$ cat config.mk
export PLATFORM = sky130hd
export DESIGN_NAME = lt24_scene_compositor
export DESIGN_NICKNAME = d
export VERILOG_FILES = /design/src/rtl/lt24_scene_pkg.sv /design/src/rtl/lt24_cursor_clamp.sv /design/src/rtl/lt24_scene_compositor.sv
export SDC_FILE = /design/constraint.sdc
export NUM_CORES = 1
export LEC_CHECK = 0
export CAP_MARGIN = 20
export CORE_MARGIN = 5
export CORE_UTILIZATION = 60
export CTS_CLUSTER_SIZE = 12
export DETAILED_ROUTE_END_ITERATION = 8
export DONT_BUFFER_PORTS = 1
export HOLD_SLACK_MARGIN = 0.06
export PLACE_DENSITY = 0.77
export SETUP_SLACK_MARGIN = 0.2
export SLEW_MARGIN = 30
export SYNTH_ARGS = -nofsm -noshare
export SYNTH_HDL_FRONTEND = slang
export SYNTH_SLANG_ARGS = --single-unit
$ cat constraint.sdc
create_clock -name clock -period 3.7 [get_ports clock]
set_input_delay 0.555 -clock clock [delete_from_list [all_inputs] [get_ports clock]]
set_output_delay 0.555 -clock clock [all_outputs]
set_load 0.01 [all_outputs]
$ cat src/rtl/lt24_scene_pkg.sv
// Scene encoding, colour width and coordinate clamp helper shared by the LT24 compositor.
package lt24_scene_pkg;

  typedef enum logic [1:0] {
    SCENE_SPLASH = 2'd0,
    SCENE_INTRO  = 2'd1,
    SCENE_GAME   = 2'd2,
    SCENE_OVER   = 2'd3
  } sceneT;

  localparam int COLOUR_BITS = 16;

  function automatic int clampRange(input int value, input int maxValue);
    if (value < 0) begin
      return 0;
    end else if (value > maxValue) begin
      return maxValue;
    end
    return value;
  endfunction

endpackage

$ cat src/rtl/lt24_cursor_clamp.sv
// One cursor axis: accumulates signed mouse deltas and saturates at 0 and MAX_POS.
module lt24_cursor_clamp
  import lt24_scene_pkg::*;
#(
  parameter int BITS      = 8,
  parameter int MAX_POS   = 239,
  parameter int RESET_POS = 120
) (
  input  logic            clock,
  input  logic            globalReset,
  input  logic            update,
  input  logic [8:0]      delta,
  output logic [BITS-1:0] pos
);

  logic signed [BITS+1:0] sum;
  int                     clamped;

  // Two guard bits keep both underflow and overflow visible before clamping.
  assign sum = $signed({2'b00, pos}) + (BITS+2)'($signed(delta));

  always_comb begin
    clamped = clampRange(int'(sum), MAX_POS);
  end

  always_ff @(posedge clock) begin
    if (globalReset) begin
      pos <= BITS'(RESET_POS);
    end else if (update) begin
      pos <= BITS'(clamped);
    end
  end

endmodule

$ cat src/rtl/lt24_scene_compositor.sv
// LT24 raster scan, clamped cursor, timed scene FSM and layer compositor.
// Build option SCENE_FRAME_SYNC_EN defers every scene change to the next frame start.
//
// state        | meaning
// SCENE_SPLASH | splash screen, timed by SPLASH_CYCLES or skipped
// SCENE_INTRO  | intro screen, timed by INTRO_CYCLES or skipped
// SCENE_GAME   | gameplay until gameOver
// SCENE_OVER   | game-over screen until skipScene restarts the game
module lt24_scene_compositor
  import lt24_scene_pkg::*;
#(
  parameter int          WIDTH         = 240,
  parameter int          HEIGHT        = 320,
  parameter int          XBITS         = 8,
  parameter int          YBITS         = 9,
  parameter int          NUM_LAYERS    = 4,
  parameter int          CURSOR_SIZE   = 4,
  parameter logic [15:0] CURSOR_COLOUR = 16'hFFFF,
  parameter int          SPLASH_CYCLES = 475000000,
  parameter int          INTRO_CYCLES  = 150000000,
  parameter int          TIMER_BITS    = 31
) (
  input  logic                              clock,
  input  logic                              globalReset,
  input  logic                              pixelReady,
  output logic [XBITS-1:0]                  xAddr,
  output logic [YBITS-1:0]                  yAddr,
  output logic                              frameStart,
  input  logic                              mouseDone,
  input  logic [8:0]                        mouseDx,
  input  logic [8:0]                        mouseDy,
  output logic [XBITS-1:0]                  cursorX,
  output logic [YBITS-1:0]                  cursorY,
  input  logic                              skipScene,
  input  logic                              gameOver,
  input  logic [NUM_LAYERS-1:0]             layerEn,
  input  logic [COLOUR_BITS*NUM_LAYERS-1:0] layerData,
  input  logic [COLOUR_BITS-1:0]            backgroundData,
  output logic [COLOUR_BITS-1:0]            pixelData,
  output logic [1:0]                        sceneState,
  output logic                              sceneEnterGame
);

  logic                  lastX;
  logic                  lastY;
  logic                  wrapNow;
  sceneT                 scene;
  logic [TIMER_BITS-1:0] timer;
  logic                  splashDone;
  logic                  introDone;
  logic                  inPlay;
  logic                  cursorHit;

  assign lastX      = (xAddr == XBITS'(WIDTH - 1));
  assign lastY      = (yAddr == YBITS'(HEIGHT - 1));
  assign wrapNow    = pixelReady && lastX && lastY;
  assign splashDone = (timer == TIMER_BITS'(SPLASH_CYCLES - 1));
  assign introDone  = (timer == TIMER_BITS'(INTRO_CYCLES - 1));
  assign sceneState = scene;
  assign inPlay     = (scene == SCENE_GAME) || (scene == SCENE_OVER);

  always_ff @(posedge clock) begin
    if (globalReset) begin
      xAddr      <= '0;
      yAddr      <= '0;
      frameStart <= 1'b0;
    end else begin
      frameStart <= wrapNow;
      if (pixelReady) begin
        if (lastX) begin
          xAddr <= '0;
          yAddr <= lastY ? '0 : yAddr + YBITS'(1);
        end else begin
          xAddr <= xAddr + XBITS'(1);
        end
      end
    end
  end

  lt24_cursor_clamp #(
    .BITS      (XBITS),
    .MAX_POS   (WIDTH - 1),
    .RESET_POS (WIDTH / 2)
  ) uCursorX (
    .clock       (clock),
    .globalReset (globalReset),
    .update      (mouseDone),
    .delta       (mouseDx),
    .pos         (cursorX)
  );

  lt24_cursor_clamp #(
    .BITS      (YBITS),
    .MAX_POS   (HEIGHT - 1),
    .RESET_POS (HEIGHT / 2)
  ) uCursorY (
    .clock       (clock),
    .globalReset (globalReset),
    .update      (mouseDone),
    .delta       (mouseDy),
    .pos         (cursorY)
  );

`ifdef SCENE_FRAME_SYNC_EN
  logic  pending;
  sceneT pendingScene;

  // Requests are latched and only take effect on the raster wrap, so a frame never mixes scenes.
  always_ff @(posedge clock) begin
    if (globalReset) begin
      scene          <= SCENE_SPLASH;
      timer          <= '0;
      pending        <= 1'b0;
      pendingScene   <= SCENE_SPLASH;
      sceneEnterGame <= 1'b0;
    end else begin
      sceneEnterGame <= 1'b0;
      if (pending) begin
        if (wrapNow) begin
          scene          <= pendingScene;
          pending        <= 1'b0;
          timer          <= '0;
          sceneEnterGame <= (pendingScene == SCENE_GAME);
        end
      end else begin
        case (scene)
          SCENE_SPLASH: begin
            if (skipScene || splashDone) begin
              pending      <= 1'b1;
              pendingScene <= SCENE_INTRO;
            end else begin
              timer <= timer + TIMER_BITS'(1);
            end
          end
          SCENE_INTRO: begin
            if (skipScene || introDone) begin
              pending      <= 1'b1;
              pendingScene <= SCENE_GAME;
            end else begin
              timer <= timer + TIMER_BITS'(1);
            end
          end
          SCENE_GAME: begin
            if (gameOver) begin
              pending      <= 1'b1;
              pendingScene <= SCENE_OVER;
            end
          end
          SCENE_OVER: begin
            if (skipScene) begin
              pending      <= 1'b1;
              pendingScene <= SCENE_GAME;
            end
          end
          default: begin
            pending      <= 1'b1;
            pendingScene <= SCENE_SPLASH;
          end
        endcase
      end
    end
  end
`else
  always_ff @(posedge clock) begin
    if (globalReset) begin
      scene          <= SCENE_SPLASH;
      timer          <= '0;
      sceneEnterGame <= 1'b0;
    end else begin
      sceneEnterGame <= 1'b0;
      case (scene)
        SCENE_SPLASH: begin
          if (skipScene || splashDone) begin
            scene <= SCENE_INTRO;
            timer <= '0;
          end else begin
            timer <= timer + TIMER_BITS'(1);
          end
        end
        SCENE_INTRO: begin
          if (skipScene || introDone) begin
            scene          <= SCENE_GAME;
            timer          <= '0;
            sceneEnterGame <= 1'b1;
          end else begin
            timer <= timer + TIMER_BITS'(1);
          end
        end
        SCENE_GAME: begin
          if (gameOver) begin
            scene <= SCENE_OVER;
          end
        end
        SCENE_OVER: begin
          if (skipScene) begin
            scene          <= SCENE_GAME;
            sceneEnterGame <= 1'b1;
          end
        end
        default: begin
          scene <= SCENE_SPLASH;
          timer <= '0;
        end
      endcase
    end
  end
`endif

  // Widened compares let the cursor box clip at the right/bottom edge instead of wrapping.
  assign cursorHit = inPlay
      && ({2'b00, xAddr} >= {2'b00, cursorX})
      && ({2'b00, xAddr} <  ({2'b00, cursorX} + (XBITS+2)'(CURSOR_SIZE)))
      && ({2'b00, yAddr} >= {2'b00, cursorY})
      && ({2'b00, yAddr} <  ({2'b00, cursorY} + (YBITS+2)'(CURSOR_SIZE)));

  always_comb begin
    pixelData = backgroundData;
    for (int i = NUM_LAYERS - 1; i >= 0; i--) begin
      if (layerEn[i] && ((i == 0) || inPlay)) begin
        pixelData = layerData[COLOUR_BITS*i +: COLOUR_BITS];
      end
    end
    if (cursorHit) begin
      pixelData = CURSOR_COLOUR;
    end
  end

endmodule
==> results.md <==
* Outcome: completed
* Placed Cells at between 800 and 900
* Mapped Cells at slightly above 700
* P&R area growth vs syn at 5.97%
* Number of vias per cell at ~6.6
* Post-DP HPWL at 12100 um
* Top cells by count, synth: 99 x nor2_1, 69 x dfxtp_1, 60 x nand2_1, 53 x ha_1, 38 x nand3_1
* Most common cell in the netlist: nor2_1
* Relative slew slack at 50.7%
* Row count at 35
* Synth top area share at between 20% and 30%
* Clock slew at reported path FFs at around 70 ps
* CTS tree: built
* Post-route non-filler standard cell count at 829
* Synth area leader: dfxtp_1
* Cts hold-fix bufs at 0
* Flop pwr share at between 40% and 50%
* Final clock skew at 13.5 ps
* Synth cell types at 64
* Prevailing post-synth register cell: dfxtp_1
* Share of total power in the clock network at between 20% and 30%
* Sequential share of the synthesized area at 24.6%
* Gr ovfl total at 0
* MaxCap Viol Count at 0
* Period utilisation layout at about nine tenths
* Ys async rst share at 0%
* Clock Sinks at 69
* Initial core utilization at about three fifths
* Detailed-route wire length at 15600 um
* Place WS at roughly 550 ps
* Hold crit path type: in2reg
* Initial antenna violation count at 0
* 1st-iter DRT viols at 425
* Largest net degree at the start of global routing at 33
* Placed Area at about 5700 um2
* Sw Share at a little over a third
* Synth Register Bits at between 60 and 70
* I/O Buffers at 0
* Peak VDD IR at ~0.26 mV
* Max Buffers Root-to-Sink at 2
* Largest cells by area after synthesis: dfxtp_1 25%, ha_1 12%, nor2_1 6.6%, xnor2_1 5.3%, xor2_1 4.2%
* Final TNS setup at 0 ps
* Final WS setup at ~360 ps
* DR vias at about 5500
* WS Path Type: reg2out
* Final antenna-violating net count at 0
* CTS root buf: clkbuf_8
* Crit. End Element: primary output
* Cell area power density at about 340 nW/um2
* GRT Total Usage at a little over a quarter
* DRC violations left at 0
* H-Tree Level Count at 3
* Fin crit period at around 3300 ps
* Combinational fraction of design power at 29.9%
* Synth Area per Inst at 7.74 um2
* YS warnings at 0
* Post-synth EDFFs at 0
* Vias in the first global route at between 5000 and 6000
* Die X at 107 um
* Mapped Area at between 5000 and 6000 um2
* RSZ-0062 raised after global routing: yes
* Crit Path Max Fanout at 16
* Nets at roughly 880
* Drt wl/cell at 18.8 um
* Layout cells sized above 1 at 6.69%
* First-pass GRT wire length at roughly 25000 um
* # IOs at ~160
* Clock Latency Late Sink at roughly 350 ps
* Height of the die at about 110 um
* Post-route cell area at slightly below 6000 um2
* Final Max Tran Viols at 0
* RD Place Congestion at 0.881
* N_diodes at 0
* WP data required at between 3000 and 4000 ps
* Total net switching power at about 710 uW
* Core ar. at a little over 9000 um2
* Setup violations, final at 0
* Final Hold Vio Count at 0
* Pre-antenna DRT Iters at 5
* Crit start category: flip-flop
* Arrival time worst endpoint at between 2000 and 3000 ps
* Worst slew pin tran at 740 ps
* DIE AREA at 11400 um2
* Leak pwr at 2.26 nW
* Max frequency at 299 MHz
* Pint at roughly 1.3 mW
* Number of buffers created by CTS at 9
* Syn Nets at roughly 890
==> registers in the layout (all words and copies together) (netlist names) <==
| register | cells |
|---|---|
| frameStart | 1 |
| sceneEnterGame | 1 |
| sceneState | 2 |
| timer | 31 |
| uCursorX.pos | 8 |
| uCursorY.pos | 9 |
| xAddr | 8 |
| yAddr | 9 |
==> routing by layer <==
metal	wire, um	GRT usage [%]
met5	0	0
met4	274	7.40
met3	1430	8.01
met2	7530	43.8
met1	6340	32.8
==> logic make-up after synthesis <==
logic type	after synthesis	synth area share (%)
DFF	69	24.6
AOI/OAI and AO/OA	173	21.4
muxes	2	0.357
adders and majority gates	55	12.5
buffers and inverters	60	4.30
and+or+nand+nor	305	27.3
xor gates and xnor gates	61	9.52
==> what timing repair did <==
action | CTS | global route
endpoints found under the setup margin | 14 | 16
hold endpoints to repair | 0 | 0
setup buffers | 0 | 0
gates cloned | 0 | 0
gates resized for setup | 1 | 19
==> through the flow <==
step	util (%)	hold WS [ps]	power (mW)
final	64.7	269	2.02
after global routing	64.7	249	2.15
after CTS	63.5	261	2.01
after detailed placement	61.6	460	1.45
after global placement	61.6	453	1.42
after floorplan	-	449	1.34
==> cell type report <==
cell class	instances	area (um2)
clock buffers	12	155
clock inverters	4	22.5
fillers	828	3250
inverters	33	124
multi-input cells	596	4090
flip-flops and latches	69	1390
well taps	111	139
repair buffers	4	30.0
==> power groups by stage <==
stage / registers [mW] / logic (mW) / clock network [mW]
after global placement: 0.869 / 0.554 / 0
after global routing: 0.862 / 0.678 / 0.611
after floorplan: 0.848 / 0.488 / 0
final: 0.854 / 0.605 / 0.563
after detailed placement: 0.871 / 0.584 / 0
after CTS: 0.853 / 0.588 / 0.571
==> critical path: stages (launching register included) <==
cell	delay, ps
dfxtp_2	380
ha_1	240
and3_1	210
xnor2_1	130
ha_1	230
a2111oi_2	330
a21oi_1	110
o21ai_0	180
nand4_1	110
buf_4	230
o22ai_1	300
==> layout by cell type (no fill, tap or decap), types with 4 or more instances in the layout <==
cell type and n:
a21oi_1 30, dfxtp_1 66, nor2_1 99, nand4_1 15
nand2b_1 12, o21a_1 5, nand2_1 60, o21ai_0 26
clkbuf_8 11, a31oi_1 5, xor2_1 27, nor4_2 4
a211oi_1 26, o22ai_1 6, nor2b_1 25, xnor2_1 34
a21o_1 8, a221o_1 4, o211ai_1 6, inv_1 32
buf_4 4, and3_1 8, nand3_1 38, a311oi_1 17
o22ai_2 12, nor3_1 18, ha_1 53
==> final timing paths <==
kind | slack (ps) | start | to | depth (start not counted)
worst max-delay path | 360 | uCursorY.pos[2]$_SDFFE_PP0P_ | pixelData[14] | 10
worst min-delay path | 270 | globalReset | uCursorY.pos[2]$_SDFFE_PP0P_ | 1
worst max register to register | 860 | uCursorY.pos[0]$_SDFFE_PP0P_ | uCursorY.pos[7]$_SDFFE_PP1P_ | 9
worst min register to register | 470 | timer[1]$_SDFFE_PP0P_ | timer[1]$_SDFFE_PP0P_ | 2
No activity file was read; power rests on OpenSTA's default activity.
